## src/rtl/i_cache_sa_pkg.sv

```systemverilog
// i_cache_sa_pkg: state encoding and width helpers shared by the I-cache files.
// Latency: n/a (types and functions only).
// Backpressure: n/a.
package i_cache_sa_pkg;

   // Refill FSM: IDLE serves lookups, REFILL runs the word-serial burst.
   typedef enum logic [0:0] {
      ST_IDLE   = 1'b0,
      ST_REFILL = 1'b1
   } ic_state_t;

   // Bit width needed to index n items, never less than one bit so that
   // degenerate configurations (1 way, 1 word per line) still get a signal.
   function automatic int unsigned width_min1(input int unsigned n);
      return (n <= 1) ? 1 : $clog2(n);
   endfunction

endpackage

```

## src/rtl/i_cache_sa_if.sv

```systemverilog
// i_cache_sa_if: fetch-side and refill-side signals of the instruction cache.
// Latency: n/a (wiring only).
// Backpressure: refill side stalls on i_MemReady; fetch side is told to wait by o_Stall.
//
// Signals:
//   i_Addr      fetch address (PC), bits [1:0] ignored
//   i_flush     one-cycle invalidate-all pulse (FENCE.I)
//   o_Data      fetched instruction, valid when o_Stall = 0
//   o_Stall     lookup missed or refill in progress
//   i_DataBlock refill word returned by memory
//   i_MemReady  refill word valid / request accepted
//   o_DataReq   refill word request
//   o_MemAddr   word-aligned address of the requested refill word
interface i_cache_sa_if #(
   parameter int XLEN = 32
);
   logic [XLEN-1:0] i_Addr;
   logic            i_flush;
   logic [XLEN-1:0] o_Data;
   logic            o_Stall;
   logic [XLEN-1:0] i_DataBlock;
   logic            i_MemReady;
   logic            o_DataReq;
   logic [XLEN-1:0] o_MemAddr;

   // Cache side.
   modport slave (
      input  i_Addr, i_flush, i_DataBlock, i_MemReady,
      output o_Data, o_Stall, o_DataReq, o_MemAddr
   );

   // Core + memory side.
   modport master (
      output i_Addr, i_flush, i_DataBlock, i_MemReady,
      input  o_Data, o_Stall, o_DataReq, o_MemAddr
   );
endinterface

```

## src/rtl/i_cache_sa_way.sv

```systemverilog
// ic_way: tag/valid/data storage of one cache way; async read, sync write.
// Latency: reads combinational, writes take effect at the next rising edge.
// Backpressure: none; the caller sequences writes.
//
// Ports:
//   i_clk, i_rst          clock, synchronous active-high reset (valid bits only)
//   rd_idx, rd_off        lookup set and word offset
//   rd_vld, rd_tag, rd_data  lookup result for this way
//   wr_idx, wr_beat, wr_data, data_we  refill word write
//   tag_we, wr_tag        tag write for wr_idx
//   valid_set             mark wr_idx valid
//   clr_all               invalidate every set (wins over valid_set)
module ic_way
   import i_cache_sa_pkg::*;
#(
   parameter int XLEN        = 32,
   parameter int SETS        = 16,
   parameter int BLOCK_WORDS = 4,
   parameter int TAGW        = 24,
   localparam int IDXW       = $clog2(SETS),
   localparam int OFFW       = width_min1(BLOCK_WORDS)
) (
   input  logic            i_clk,
   input  logic            i_rst,
   input  logic [IDXW-1:0] rd_idx,
   input  logic [OFFW-1:0] rd_off,
   output logic            rd_vld,
   output logic [TAGW-1:0] rd_tag,
   output logic [XLEN-1:0] rd_data,
   input  logic [IDXW-1:0] wr_idx,
   input  logic [OFFW-1:0] wr_beat,
   input  logic [XLEN-1:0] wr_data,
   input  logic            data_we,
   input  logic            tag_we,
   input  logic [TAGW-1:0] wr_tag,
   input  logic            valid_set,
   input  logic            clr_all
);

   logic [SETS-1:0] valid_q;
   logic [TAGW-1:0] tag_q  [SETS];
   logic [XLEN-1:0] data_q [SETS][BLOCK_WORDS];

   always_ff @(posedge i_clk) begin
      if (i_rst) begin
         valid_q <= '0;
      end else if (clr_all) begin
         valid_q <= '0;
      end else if (valid_set) begin
         valid_q[wr_idx] <= 1'b1;
      end
   end

   // Payload arrays are deliberately left unreset; valid bits gate their use.
   always_ff @(posedge i_clk) begin
      if (data_we) begin
         data_q[wr_idx][wr_beat] <= wr_data;
      end
      if (tag_we) begin
         tag_q[wr_idx] <= wr_tag;
      end
   end

   assign rd_vld  = valid_q[rd_idx];
   assign rd_tag  = tag_q[rd_idx];
   assign rd_data = data_q[rd_idx][rd_off];

endmodule

```

## src/rtl/i_cache_sa.sv

```systemverilog
// i_cache_sa: N-way set-associative instruction cache with word-serial block refill.
// Latency: hits return o_Data combinationally in the lookup cycle; a miss stalls for the burst.
// Backpressure: refill beats advance only on i_MemReady; the core is held with o_Stall.
//
// Ports:
//   i_clk, i_rst  clock, synchronous active-high reset
//   bus           i_cache_sa_if.slave: i_Addr/i_flush/o_Data/o_Stall toward the core,
//                 o_DataReq/o_MemAddr/i_DataBlock/i_MemReady toward instruction memory
module i_cache_sa
   import i_cache_sa_pkg::*;
#(
   parameter int XLEN        = 32,
   parameter int WAYS        = 2,
   parameter int SETS        = 16,
   parameter int BLOCK_WORDS = 4
) (
   input  logic        i_clk,
   input  logic        i_rst,
   i_cache_sa_if.slave bus
);

   localparam int OFF  = 2 + $clog2(BLOCK_WORDS);
   localparam int IDX  = $clog2(SETS);
   localparam int TAGW = XLEN - OFF - IDX;
   localparam int OFFW = width_min1(BLOCK_WORDS);
   localparam int WAYW = width_min1(WAYS);

   // ---------------- lookup address split ----------------
   logic [IDX-1:0]  lk_idx;
   logic [TAGW-1:0] lk_tag;
   logic [OFFW-1:0] lk_off;
   logic [1:0]      unused_addr_lsb;

   assign lk_idx          = bus.i_Addr[OFF+IDX-1:OFF];
   assign lk_tag          = bus.i_Addr[XLEN-1:OFF+IDX];
   assign unused_addr_lsb = bus.i_Addr[1:0];

   generate
      if (BLOCK_WORDS > 1) begin : g_off
         assign lk_off = bus.i_Addr[OFF-1:2];
      end else begin : g_off_single
         assign lk_off = '0;
      end
   endgenerate

   // ---------------- FSM / refill state ----------------
   ic_state_t       state_q, state_n;
   logic [OFFW-1:0] beat_q, beat_n;
   logic [XLEN-1:0] base_q, base_n;
   logic [WAYW-1:0] victim_q, victim_n;
   logic            flush_pend_q, flush_pend_n;
   logic [WAYW-1:0] rr_q [SETS];

   // The refill writes the set/tag of the latched base, not the live PC.
   logic [IDX-1:0]  fill_idx;
   logic [TAGW-1:0] fill_tag;
   assign fill_idx = base_q[OFF+IDX-1:OFF];
   assign fill_tag = base_q[XLEN-1:OFF+IDX];

   // ---------------- way storage ----------------
   logic            way_vld  [WAYS];
   logic [TAGW-1:0] way_tag  [WAYS];
   logic [XLEN-1:0] way_data [WAYS];

   logic data_we, tag_we, valid_set, clr_all, rr_adv;

   generate
      for (genvar w = 0; w < WAYS; w++) begin : g_way
         logic sel;
         assign sel = (victim_q == WAYW'(w));

         ic_way #(
            .XLEN        (XLEN),
            .SETS        (SETS),
            .BLOCK_WORDS (BLOCK_WORDS),
            .TAGW        (TAGW)
         ) u_way (
            .i_clk     (i_clk),
            .i_rst     (i_rst),
            .rd_idx    (lk_idx),
            .rd_off    (lk_off),
            .rd_vld    (way_vld[w]),
            .rd_tag    (way_tag[w]),
            .rd_data   (way_data[w]),
            .wr_idx    (fill_idx),
            .wr_beat   (beat_q),
            .wr_data   (bus.i_DataBlock),
            .data_we   (data_we && sel),
            .tag_we    (tag_we && sel),
            .wr_tag    (fill_tag),
            .valid_set (valid_set && sel),
            .clr_all   (clr_all)
         );
      end
   endgenerate

   // ---------------- hit detection ----------------
   // At most one way can match, so the data mux is a plain OR of gated words.
   logic            hit;
   logic [XLEN-1:0] hit_data;

   always_comb begin
      hit      = 1'b0;
      hit_data = '0;
      for (int w = 0; w < WAYS; w++) begin
         if (way_vld[w] && (way_tag[w] == lk_tag)) begin
            hit      = 1'b1;
            hit_data = hit_data | way_data[w];
         end
      end
   end

   // ---------------- victim selection ----------------
   // Fill empty ways lowest-first; only a full set falls back to round-robin.
   logic [WAYW-1:0] victim_sel;
   logic            found_free;

   always_comb begin
      victim_sel = rr_q[lk_idx];
      found_free = 1'b0;
      for (int w = 0; w < WAYS; w++) begin
         if (!found_free && !way_vld[w]) begin
            victim_sel = WAYW'(w);
            found_free = 1'b1;
         end
      end
   end

   // ---------------- FSM next state / outputs ----------------
   logic            last_beat;
   logic            flush_eff;
   logic [XLEN-1:0] data_o, mem_addr_o;
   logic            stall_o, req_o;

   assign last_beat = (beat_q == OFFW'(BLOCK_WORDS - 1));
   // A flush arriving on the final beat counts as pending for that completion.
   assign flush_eff = flush_pend_q | bus.i_flush;

   always_comb begin
      state_n      = state_q;
      beat_n       = beat_q;
      base_n       = base_q;
      victim_n     = victim_q;
      flush_pend_n = flush_pend_q;
      data_we      = 1'b0;
      tag_we       = 1'b0;
      valid_set    = 1'b0;
      clr_all      = 1'b0;
      rr_adv       = 1'b0;
      stall_o      = 1'b1;
      data_o       = '0;
      req_o        = 1'b0;
      mem_addr_o   = '0;

      case (state_q)
         ST_IDLE: begin
            // Lookup below still sees the pre-flush valid bits.
            clr_all = bus.i_flush;
            if (hit) begin
               stall_o = 1'b0;
               data_o  = hit_data;
            end else begin
               state_n  = ST_REFILL;
               beat_n   = '0;
               base_n   = {bus.i_Addr[XLEN-1:OFF], {OFF{1'b0}}};
               victim_n = victim_sel;
            end
         end

         ST_REFILL: begin
            req_o      = 1'b1;
            mem_addr_o = base_q + (XLEN'(beat_q) << 2);
            if (bus.i_flush) begin
               flush_pend_n = 1'b1;
            end
            if (bus.i_MemReady) begin
               data_we = 1'b1;
               beat_n  = beat_q + 1'b1;
               if (last_beat) begin
                  tag_we       = 1'b1;
                  valid_set    = !flush_eff;
                  clr_all      = flush_eff;
                  flush_pend_n = 1'b0;
                  rr_adv       = 1'b1;
                  beat_n       = '0;
                  state_n      = ST_IDLE;
               end
            end
         end

         default: begin
            state_n = ST_IDLE;
         end
      endcase
   end

   assign bus.o_Data    = data_o;
   assign bus.o_Stall   = stall_o;
   assign bus.o_DataReq = req_o;
   assign bus.o_MemAddr = mem_addr_o;

   // ---------------- state registers ----------------
   always_ff @(posedge i_clk) begin
      if (i_rst) begin
         state_q      <= ST_IDLE;
         beat_q       <= '0;
         base_q       <= '0;
         victim_q     <= '0;
         flush_pend_q <= 1'b0;
      end else begin
         state_q      <= state_n;
         beat_q       <= beat_n;
         base_q       <= base_n;
         victim_q     <= victim_n;
         flush_pend_q <= flush_pend_n;
      end
   end

   // Round-robin pointer moves only when a refill lands in its set.
   always_ff @(posedge i_clk) begin
      if (i_rst) begin
         for (int s = 0; s < SETS; s++) begin
            rr_q[s] <= '0;
         end
      end else if (rr_adv) begin
         if (rr_q[fill_idx] == WAYW'(WAYS - 1)) begin
            rr_q[fill_idx] <= '0;
         end else begin
            rr_q[fill_idx] <= rr_q[fill_idx] + 1'b1;
         end
      end
   end

endmodule

```

## src/flat_wrapper.sv

```systemverilog
// flat-port wrapper written by rule: the top's interface ports become plain ports
module i_cache_sa_flat import i_cache_sa_pkg::*;
#(
   parameter int XLEN        = 32,
   parameter int WAYS        = 2,
   parameter int SETS        = 16,
   parameter int BLOCK_WORDS = 4
)
  (i_clk, i_rst, bus_i_Addr, bus_i_flush, bus_i_DataBlock, bus_i_MemReady, bus_o_Data, bus_o_Stall, bus_o_DataReq, bus_o_MemAddr);
  i_cache_sa_if #(.XLEN(XLEN)) bus_i ();
  input  logic i_clk;
  input  logic i_rst;
  input wire logic [$bits(bus_i.i_Addr)-1:0] bus_i_Addr;
  input wire logic [$bits(bus_i.i_flush)-1:0] bus_i_flush;
  input wire logic [$bits(bus_i.i_DataBlock)-1:0] bus_i_DataBlock;
  input wire logic [$bits(bus_i.i_MemReady)-1:0] bus_i_MemReady;
  output wire logic [$bits(bus_i.o_Data)-1:0] bus_o_Data;
  output wire logic [$bits(bus_i.o_Stall)-1:0] bus_o_Stall;
  output wire logic [$bits(bus_i.o_DataReq)-1:0] bus_o_DataReq;
  output wire logic [$bits(bus_i.o_MemAddr)-1:0] bus_o_MemAddr;
  assign bus_i.i_Addr = bus_i_Addr;
  assign bus_i.i_flush = bus_i_flush;
  assign bus_i.i_DataBlock = bus_i_DataBlock;
  assign bus_i.i_MemReady = bus_i_MemReady;
  assign bus_o_Data = bus_i.o_Data;
  assign bus_o_Stall = bus_i.o_Stall;
  assign bus_o_DataReq = bus_i.o_DataReq;
  assign bus_o_MemAddr = bus_i.o_MemAddr;
  i_cache_sa #(.XLEN(XLEN), .WAYS(WAYS), .SETS(SETS), .BLOCK_WORDS(BLOCK_WORDS)) u_core (.i_clk(i_clk), .i_rst(i_rst), .bus(bus_i));
endmodule
```

## config.mk

```make
export PLATFORM = sky130hd
export DESIGN_NAME = i_cache_sa_flat
export DESIGN_NICKNAME = d
export VERILOG_FILES = /design/src/rtl/i_cache_sa_pkg.sv /design/src/rtl/i_cache_sa_if.sv /design/src/rtl/i_cache_sa_way.sv /design/src/rtl/i_cache_sa.sv /design/src/flat_wrapper.sv
export SDC_FILE = /design/constraint.sdc
export NUM_CORES = 2
export LEC_CHECK = 0
export CAP_MARGIN = 10
export CELL_PAD_IN_SITES_DETAIL_PLACEMENT = 0
export CELL_PAD_IN_SITES_GLOBAL_PLACEMENT = 1
export CORE_MARGIN = 1.5
export CORE_UTILIZATION = 57
export DETAILED_ROUTE_END_ITERATION = 10
export PLACE_DENSITY_LB_ADDON = 0.1
export RECOVER_POWER = 100
export SLEW_MARGIN = 30
export SYNTH_ARGS = -nofsm -noshare
export SYNTH_HDL_FRONTEND = slang
export SYNTH_MEMORY_MAX_BITS = 65536
export SYNTH_SLANG_ARGS = --single-unit
```

## constraint.sdc

```tcl
create_clock -name i_clk -period 10.55 [get_ports i_clk]
set_input_delay 3.165 -clock i_clk [delete_from_list [all_inputs] [get_ports i_clk]]
set_output_delay 3.165 -clock i_clk [all_outputs]
set_load 0.1 [all_outputs]
```

* After elaboration in Yosys (flattened, before gate mapping) *
Memories as Yosys holds them, arrays and structs flattened. A register that Yosys moved wholly into a read port is not among the register bits.
Cells that the tools add are included.

storage, ports and cells
  logic and storage cells = 124
  input bits = 68
  bits in writable memories = 4,880
  memories kept = 5
  bits in registers = 65

cells by class
  mux-type cells = 71
  eq/ne operators = 5
  add/subtract/negate cells = 3
  order comparisons = 6
  reductions and logical operators = 17
  bitwise logic cells = 10

memories
  memory                        depth  bits a word  rd ports  clocked after Yosys merged registers in  write ports  line                  text
  u_core.g_way[0].u_way.data_q  16     128          1         0                                        1            i_cache_sa_way.sv:42  logic [XLEN-1:0] data_q [SETS][BLOCK_WORDS];
  u_core.g_way[1].u_way.data_q  16     128          1         0                                        1            i_cache_sa_way.sv:42
  u_core.g_way[0].u_way.tag_q   16     24           1         0                                        1            i_cache_sa_way.sv:41  logic [TAGW-1:0] tag_q [SETS];
  u_core.g_way[1].u_way.tag_q   16     24           1         0                                        1            i_cache_sa_way.sv:41
  u_core.rr_q                   16     1            2         1                                        16           i_cache_sa.sv:52      logic [WAYW-1:0] rr_q [SETS];

operators with widths
  operator                                                     count
  two-way mux 32 bit                                           10
  two-way mux 128 bit                                          2
  binary-select mux 32 bit (select 2 bit)                      2
  demux 32 bit (select 2 bit)                                  1
  == test 24 bit                                               2
  two-way mux 1 bit                                            44
  adder 32 x 4 -> 32 bit                                       1
  bitwise OR 16 bit                                            2
  bitwise OR 32 bit                                            1
  two-way mux 4 bit                                            3
  logical AND 1 bit                                            11
  less-than comparator 4 x 5 -> 1 bit (second input constant)  2
  binary-select mux 1 bit (select 4 bit)                       2
  >= comparator 3 bit (second input constant)                  2
  two-way mux 2 bit                                            3
  inverter 2 -> 3 bit                                          2
  demux 1 bit (select 4 bit)                                   1
  >= comparator 4 x 1 -> 1 bit (second input constant)         1
  != test 2 bit (second input constant)                        2
  case mux 1 bit (2 select lines)                              2
  case mux 2 bit (2 select lines)                              1
  AND reduction 2 bit                                          2
  less-than comparator 3 x 1 -> 1 bit (second input constant)  1
  inverter 1 bit                                               3
  7 further kinds                                              9

* Longest topological paths before layout *
  depth in word-level cells = 10
  depth in mapped cells = 16

* Modules after synthesis *
A second synthesis with hierarchy kept.

second synthesis, totals
  cell total of the unflattened synthesis = 8,724
  area total of the unflattened synthesis = 191,343.5 um^2

modules (own cells, without submodules)
  module                          area each (um^2)  cells each  instances  sequential area each (um^2)
  ic_way (u_core.g_way[0].u_way)  94,036.4          4,292       1          73,350.3
  ic_way (u_core.g_way[1].u_way)  93,507.2          4,008       1          73,350.3
  i_cache_sa                      3,799.9           424         1          1,221.2

* Least setup slack after synthesis *
No wires, ideal clock.

  path type = in2out
  start = in bus_i_Addr[5]
  end = out bus_o_Data[0]
  required time = 7.385 ns
  arrival time = 7.281 ns
  buffers on the path = 8
  path slack = 0.104 ns
  stages = 13
  cell sequence = buf_4 -> buf_4 -> buf_2 -> buf_2 -> buf_2 -> buf_2 -> clkbuf_1 -> clkbuf_1 -> mux4_2 -> mux4_2 -> mux4_2 -> nand4_1 -> a21oi_1

on the way
  longest elaborated chain between the ends = 9
  elaborated cells on any way between the ends = 25
  those cells by class = eq/ne (2); mux (16); bitwise (1); reduce/logical (2); memory (4)

ends and longest elaborated chain
  item                                                    line                  text
  from (decl)                                             flat_wrapper.sv:13    input wire logic [$bits(bus_i.i_Addr)-1:0] bus_i_Addr;
  memory (16 x 128 bit)                                   n/a
  binary-select mux 32 bit (select 2 bit)                 i_cache_sa_way.sv:66  assign rd_data = data_q[rd_idx][rd_off];
  two-way mux 32 bit (not written as such) (2 in series)  i_cache_sa_way.sv:66
  two-way mux 32 bit                                      i_cache_sa.sv:106     if (way_vld[w] && (way_tag[w] == lk_tag)) begin
  bitwise OR 32 bit                                       i_cache_sa.sv:108     hit_data = hit_data | way_data[w];
  two-way mux 32 bit                                      i_cache_sa.sv:106
  two-way mux 32 bit *                                    i_cache_sa.sv:159     if (hit) begin
  two-way mux 32 bit *                                    i_cache_sa.sv:155     case (state_q)
  to (decl)                                               flat_wrapper.sv:17    output wire logic [$bits(bus_i.o_Data)-1:0] bus_o_Data;

Every way passes the cells marked *; elsewhere a longest branch is shown, timed or not. The select of a mux whose other input is x is not followed.

* Final worst setup path *
  start = in bus_i_Addr[6]
  end = out bus_o_Data[20]

Same word-level chain as after synthesis.

==> impl_metrics.xml <==
<?xml version="1.0" encoding="UTF-8"?>
<metrics>
  <group name="final_layout">
    <metric name="multi_input_area" unit="sq um">41200</metric>
    <metric name="fin_nets" unit="">8657</metric>
    <metric name="layout.area.seq" unit="sq um">148000</metric>
    <metric name="proportion_of_layout_cells_with_a_drive_suffix_above_1" unit="">0.289</metric>
    <metric name="syn_to_final_growth" unit="%">13.3</metric>
    <metric name="final_area" unit="sq um">216000</metric>
    <metric name="layout.filler_cells" unit="">21547</metric>
  </group>
  <group name="synth">
    <metric name="synthMuxAreaShare" unit="">0.187</metric>
    <metric name="synth.lib_cells_used.distinct" unit="">66</metric>
    <metric name="synth_seq_area_share" unit="">0.777</metric>
    <metric name="dominantRegCellSynth" unit="">edfxtp_1</metric>
    <metric name="avgSynthCellArea" unit="sq um">24.0</metric>
    <metric name="synth_compound_area_frac" unit="">0.00813</metric>
    <metric name="syn_inst" unit="">7926</metric>
    <metric name="synth_simple_gate_area_share" unit="">0.0137</metric>
    <metric name="synth-adder-area-share" unit="">0.000263</metric>
    <metric name="mappedNetlistArea" unit="sq um">190000</metric>
    <metric name="count_of_flip_flops_with_a_built_in_enable_after_synthesis" unit="">4880</metric>
    <metric name="synth_top_family_by_area" unit="">multiplexers</metric>
    <metric name="synth_xor_xnor_area_share" unit="">0.00262</metric>
    <metric name="flip_flop_and_latch_count_after_synthesis" unit="">4949</metric>
    <metric name="yosys_warnings" unit="">0</metric>
    <metric name="async_flop_share" unit="">0</metric>
  </group>
  <group name="clocking">
    <metric name="worst_setup_hold_path_clk_slew" unit="ns">0.06</metric>
    <metric name="cts_setup_buffers" unit="">0</metric>
    <metric name="cts_max_level" unit="">6</metric>
    <metric name="cts_buffer_depth" unit="">4</metric>
    <metric name="cts-root-buf" unit="">clkbuf_16</metric>
    <metric name="tritoncts_clock_tree" unit="">done</metric>
    <metric name="cts.sinks" unit="">4949</metric>
    <metric name="worst_skew_pair.late_latency" unit="ns">1.03</metric>
    <metric name="cts_buffers" unit="">518</metric>
  </group>
  <group name="detailed_routing">
    <metric name="num_vias" unit="">90298</metric>
    <metric name="number_of_iterations_in_the_first_detailed_routing_pass" unit="">7</metric>
    <metric name="remaining_drc_errors" unit="">0</metric>
    <metric name="postRouteWirelength" unit="mm">496</metric>
    <metric name="via_to_cell_ratio" unit="">6.75</metric>
    <metric name="antenna_violation_net_count_after_detailed_routing" unit="">0</metric>
    <metric name="post_drt_wl_per_cell" unit="um">37.1</metric>
    <metric name="first_iter_violations" unit="">12307</metric>
  </group>
  <group name="sta">
    <metric name="finalSetupTns" unit="ns">0</metric>
    <metric name="worst_clock_skew" unit="ns">0.0393</metric>
    <metric name="tightest_pin_transition" unit="ns">4.91</metric>
    <metric name="number_of_failing_hold_endpoints_at_the_final_stage" unit="">0</metric>
    <metric name="slew-limit-headroom" unit="">-2.27</metric>
    <metric name="grt_setup_unrepaired" unit="">no</metric>
    <metric name="timing.final.setup_violations" unit="">0</metric>
    <metric name="period_share" unit="">0.991</metric>
    <metric name="final-max-slew-violation-count" unit="">9581</metric>
    <metric name="timing.final.crit_period" unit="ns">10.45</metric>
    <metric name="max_freq" unit="GHz">0.0957</metric>
  </group>
  <group name="floorplanning">
    <metric name="fp-row-count" unit="">212</metric>
    <metric name="floorplan.core_area" unit="sq um">333000</metric>
    <metric name="initial_core_util" unit="">0.572</metric>
    <metric name="die_width" unit="um">581</metric>
    <metric name="die_height" unit="um">581</metric>
    <metric name="fp.dieArea" unit="sq um">338000</metric>
    <metric name="top_level_pins" unit="">134</metric>
  </group>
  <group name="grt">
    <metric name="first_global_vias" unit="">90826</metric>
    <metric name="gr-total-overflow" unit="">0</metric>
    <metric name="grt_max_degree" unit="">93</metric>
    <metric name="grt_antenna_before_repair" unit="">41</metric>
    <metric name="global_route.usage.total" unit="">0.296</metric>
    <metric name="grt_first_pass_wirelength" unit="mm">693</metric>
  </group>
  <group name="worst_setup_path">
    <metric name="critical_path.most_common_cell" unit="">buf_4</metric>
    <metric name="crit_type" unit="">input port to primary output</metric>
    <metric name="cp.buffers_inverters" unit="">6</metric>
    <metric name="worst_path_max_delay_cell" unit="">a2111oi_1</metric>
    <metric name="endpoint_kind" unit="">primary output</metric>
    <metric name="worst-endpoint-required" unit="ns">7.39</metric>
    <metric name="critPathLaunchType" unit="">input port</metric>
    <metric name="critical_path.cell_chain" unit="">buf_8 &gt; buf_4 &gt; mux4_2 &gt; mux2i_1 &gt; xnor2_1 &gt; a2111oi_1 &gt; nand4_1 &gt; a2111oi_4 &gt; buf_12 &gt; nand4_1 &gt; buf_4 &gt; a21oi_1 &gt; buf_4 &gt; buf_12</metric>
    <metric name="timing.critical_path.arrival" unit="ns">7.29</metric>
    <metric name="crit_path_max_incr_delay" unit="ns">0.54</metric>
    <metric name="crit_family" unit="">buffers and inverters</metric>
    <metric name="crit_fanout" unit="">42</metric>
  </group>
  <group name="flow_run">
    <metric name="maxCapViolations" unit="">255</metric>
  </group>
  <group name="power_and_ir_drop">
    <metric name="combinationalPowerShare" unit="">0.050</metric>
    <metric name="sw_ratio" unit="">0.211</metric>
    <metric name="p_int" unit="uW">32500</metric>
    <metric name="pwr_density_cell" unit="nW/um^2">191</metric>
    <metric name="share_clk_of_total_power" unit="">0.423</metric>
    <metric name="share_seq_of_total_power" unit="">0.527</metric>
    <metric name="irDropWorstVdd" unit="mV">0.176</metric>
    <metric name="p_leak" unit="uW">0.0667</metric>
    <metric name="switchingPower" unit="uW">8670</metric>
  </group>
  <group name="placed_design">
    <metric name="port_buffers" unit="">129</metric>
    <metric name="gp_routability_congestion" unit="">0.821</metric>
    <metric name="dp_hpwl" unit="mm">278</metric>
    <metric name="placed_cell_area" unit="sq um">202000</metric>
  </group>
  <group name="run_status">
    <metric name="violations" unit="">max-capacitance violations, max-slew violations</metric>
    <metric name="status" unit="">complete, but fails checks</metric>
  </group>
  <group name="worst_hold_path">
    <metric name="hold_path.class" unit="">register to register</metric>
  </group>
</metrics>
## through the flow
stage	power [uW]	util	hold WS [ns]	worst slack (ns)	instances
after CTS	41400	0.654	0.466	0.0361	13362
after floorplan	23200	-	0.431	0.104	7927
after detailed placement	24100	0.606	0.451	0.0482	12449
after global placement	24100	0.604	0.442	0.0157	12426
after global routing	42200	0.648	0.484	0.0201	13369
final	41200	0.648	0.467	0.0993	13385
## cells in the final DEF, fill, tap and decap left out, types with 64 or more instances in the layout
cell / n
edfxtp_1: 4880
mux4_2: 1505
clkbuf_16: 540
clkbuf_1: 403
mux2i_1: 165
buf_4: 154
nor2_1: 117
nor2_4: 104
clkinv_1: 102
buf_12: 96
nand2b_1: 92
a21oi_1: 76
dfxtp_1: 68
clkinv_2: 64
## worst paths after layout
path	startpoint	end	slack, ns	cells after the start
setup / recovery	bus_i_Addr[6]	bus_o_Data[20]	0.1	14
hold / removal	u_core.g_way[1].u_way.valid_q[10]	u_core.g_way[1].u_way.valid_q[10]	0.47	2
setup reg to reg	u_core.state_q	u_core.g_way[1].u_way.data_q[2][8]	3.71	5
hold reg to reg	u_core.g_way[1].u_way.valid_q[10]	u_core.g_way[1].u_way.valid_q[10]	0.47	2
## worst reg2reg max path, stage by stage, from the launching register on
cell and delay [ns]:
dfxtp_4 0.60, buf_4 0.70, and3_1 0.45, nand2_1 1.22, nor2_1 1.79, clkbuf_1 1.63
## cell families (layout without fill, tap and decap cells)
family | Yosys count | count (layout)
flops | 4949 | 4949
mux | 1679 | 1679
simple gates | 533 | 533
buf+inv | 480 | 1531
compound gates | 223 | 223
xor+xnor | 57 | 57
fa+ha+maj | 4 | 4
other cells | 1 | 22
## layer usage
layer,vias up,track usage,share of wire
met5,-,0,0.00011
met4,10,0.0785,0.030
met3,671,0.0523,0.095
met2,4644,0.463,0.48
met1,49525,0.439,0.40
li1,35448,-,-
## cells in the mapped netlist (3+ instances only)
library cell | n | area [sq um]
edfxtp_1 | 4880 | 147000
mux4_2 | 1505 | 33900
clkbuf_1 | 235 | 882
nor2_1 | 221 | 830
mux2i_1 | 165 | 1650
buf_2 | 132 | 661
nand2b_1 | 92 | 576
a21oi_1 | 76 | 380
dfxtp_1 | 69 | 1380
nand2_1 | 57 | 214
buf_1 | 56 | 210
nand4_1 | 46 | 288
and2_1 | 37 | 231
a22oi_1 | 35 | 263
xor2_1 | 30 | 263
buf_4 | 27 | 203
xnor2_1 | 27 | 236
nand3_1 | 20 | 100
nor3_1 | 19 | 95.1
inv_1 | 17 | 63.8
o21bai_1 | 16 | 120
nor2b_1 | 15 | 93.8
a211oi_1 | 13 | 97.6
o21ai_0 | 13 | 65.1
a22o_1 | 10 | 87.6
a221oi_1 | 9 | 78.8
buf_6 | 9 | 101
a31oi_1 | 8 | 50.1
and3_1 | 8 | 50.1
mux2_2 | 8 | 90.1
o22ai_1 | 6 | 37.5
a221o_1 | 5 | 50.1
nor4_1 | 5 | 31.3
clkinv_1 | 4 | 15.0
ha_1 | 4 | 50.1
a211o_1 | 3 | 26.3
a32oi_1 | 3 | 26.3
or3_1 | 3 | 18.8
## sequential cells by signal, indices dropped and copies added, names as in the netlist, named ones only
register and cells:
u_core.g_way.u_way.data_q 4096, u_core.g_way.u_way.tag_q 768, u_core.g_way.u_way.valid_q 32, u_core.base_q 28, u_core.rr_q 16, u_core.beat_q 2
u_core.flush_pend_q 1, u_core.g_way.sel 1, u_core.state_q 1
## layout make-up
cell class / count / share of cell area
tap: 4387 / 0.0254
clock inverter: 233 / 0.00936
multi-input combinational: 2498 / 0.191
sequential: 4949 / 0.686
inverter: 21 / 0.000365
clock buffer: 680 / 0.0652
timing repair buffer: 597 / 0.0226
antenna: 20 / 0.000232
## power by group through the flow
stage,Sequential [uW],Combinational (uW),Clock (uW)
after CTS,21600,2090,17600
final,21700,2050,17400
after global placement,22100,2040,0
after global routing,21700,2150,18400
after detailed placement,22100,2080,0
after floorplan,22100,1100,0
## repair_timing
item,4_1_cts,5_1_grt
gates resized for setup,0,1
setup endpoints to repair,0,7
hold buffers,0,0
Power figures use the tool's default switching activity.
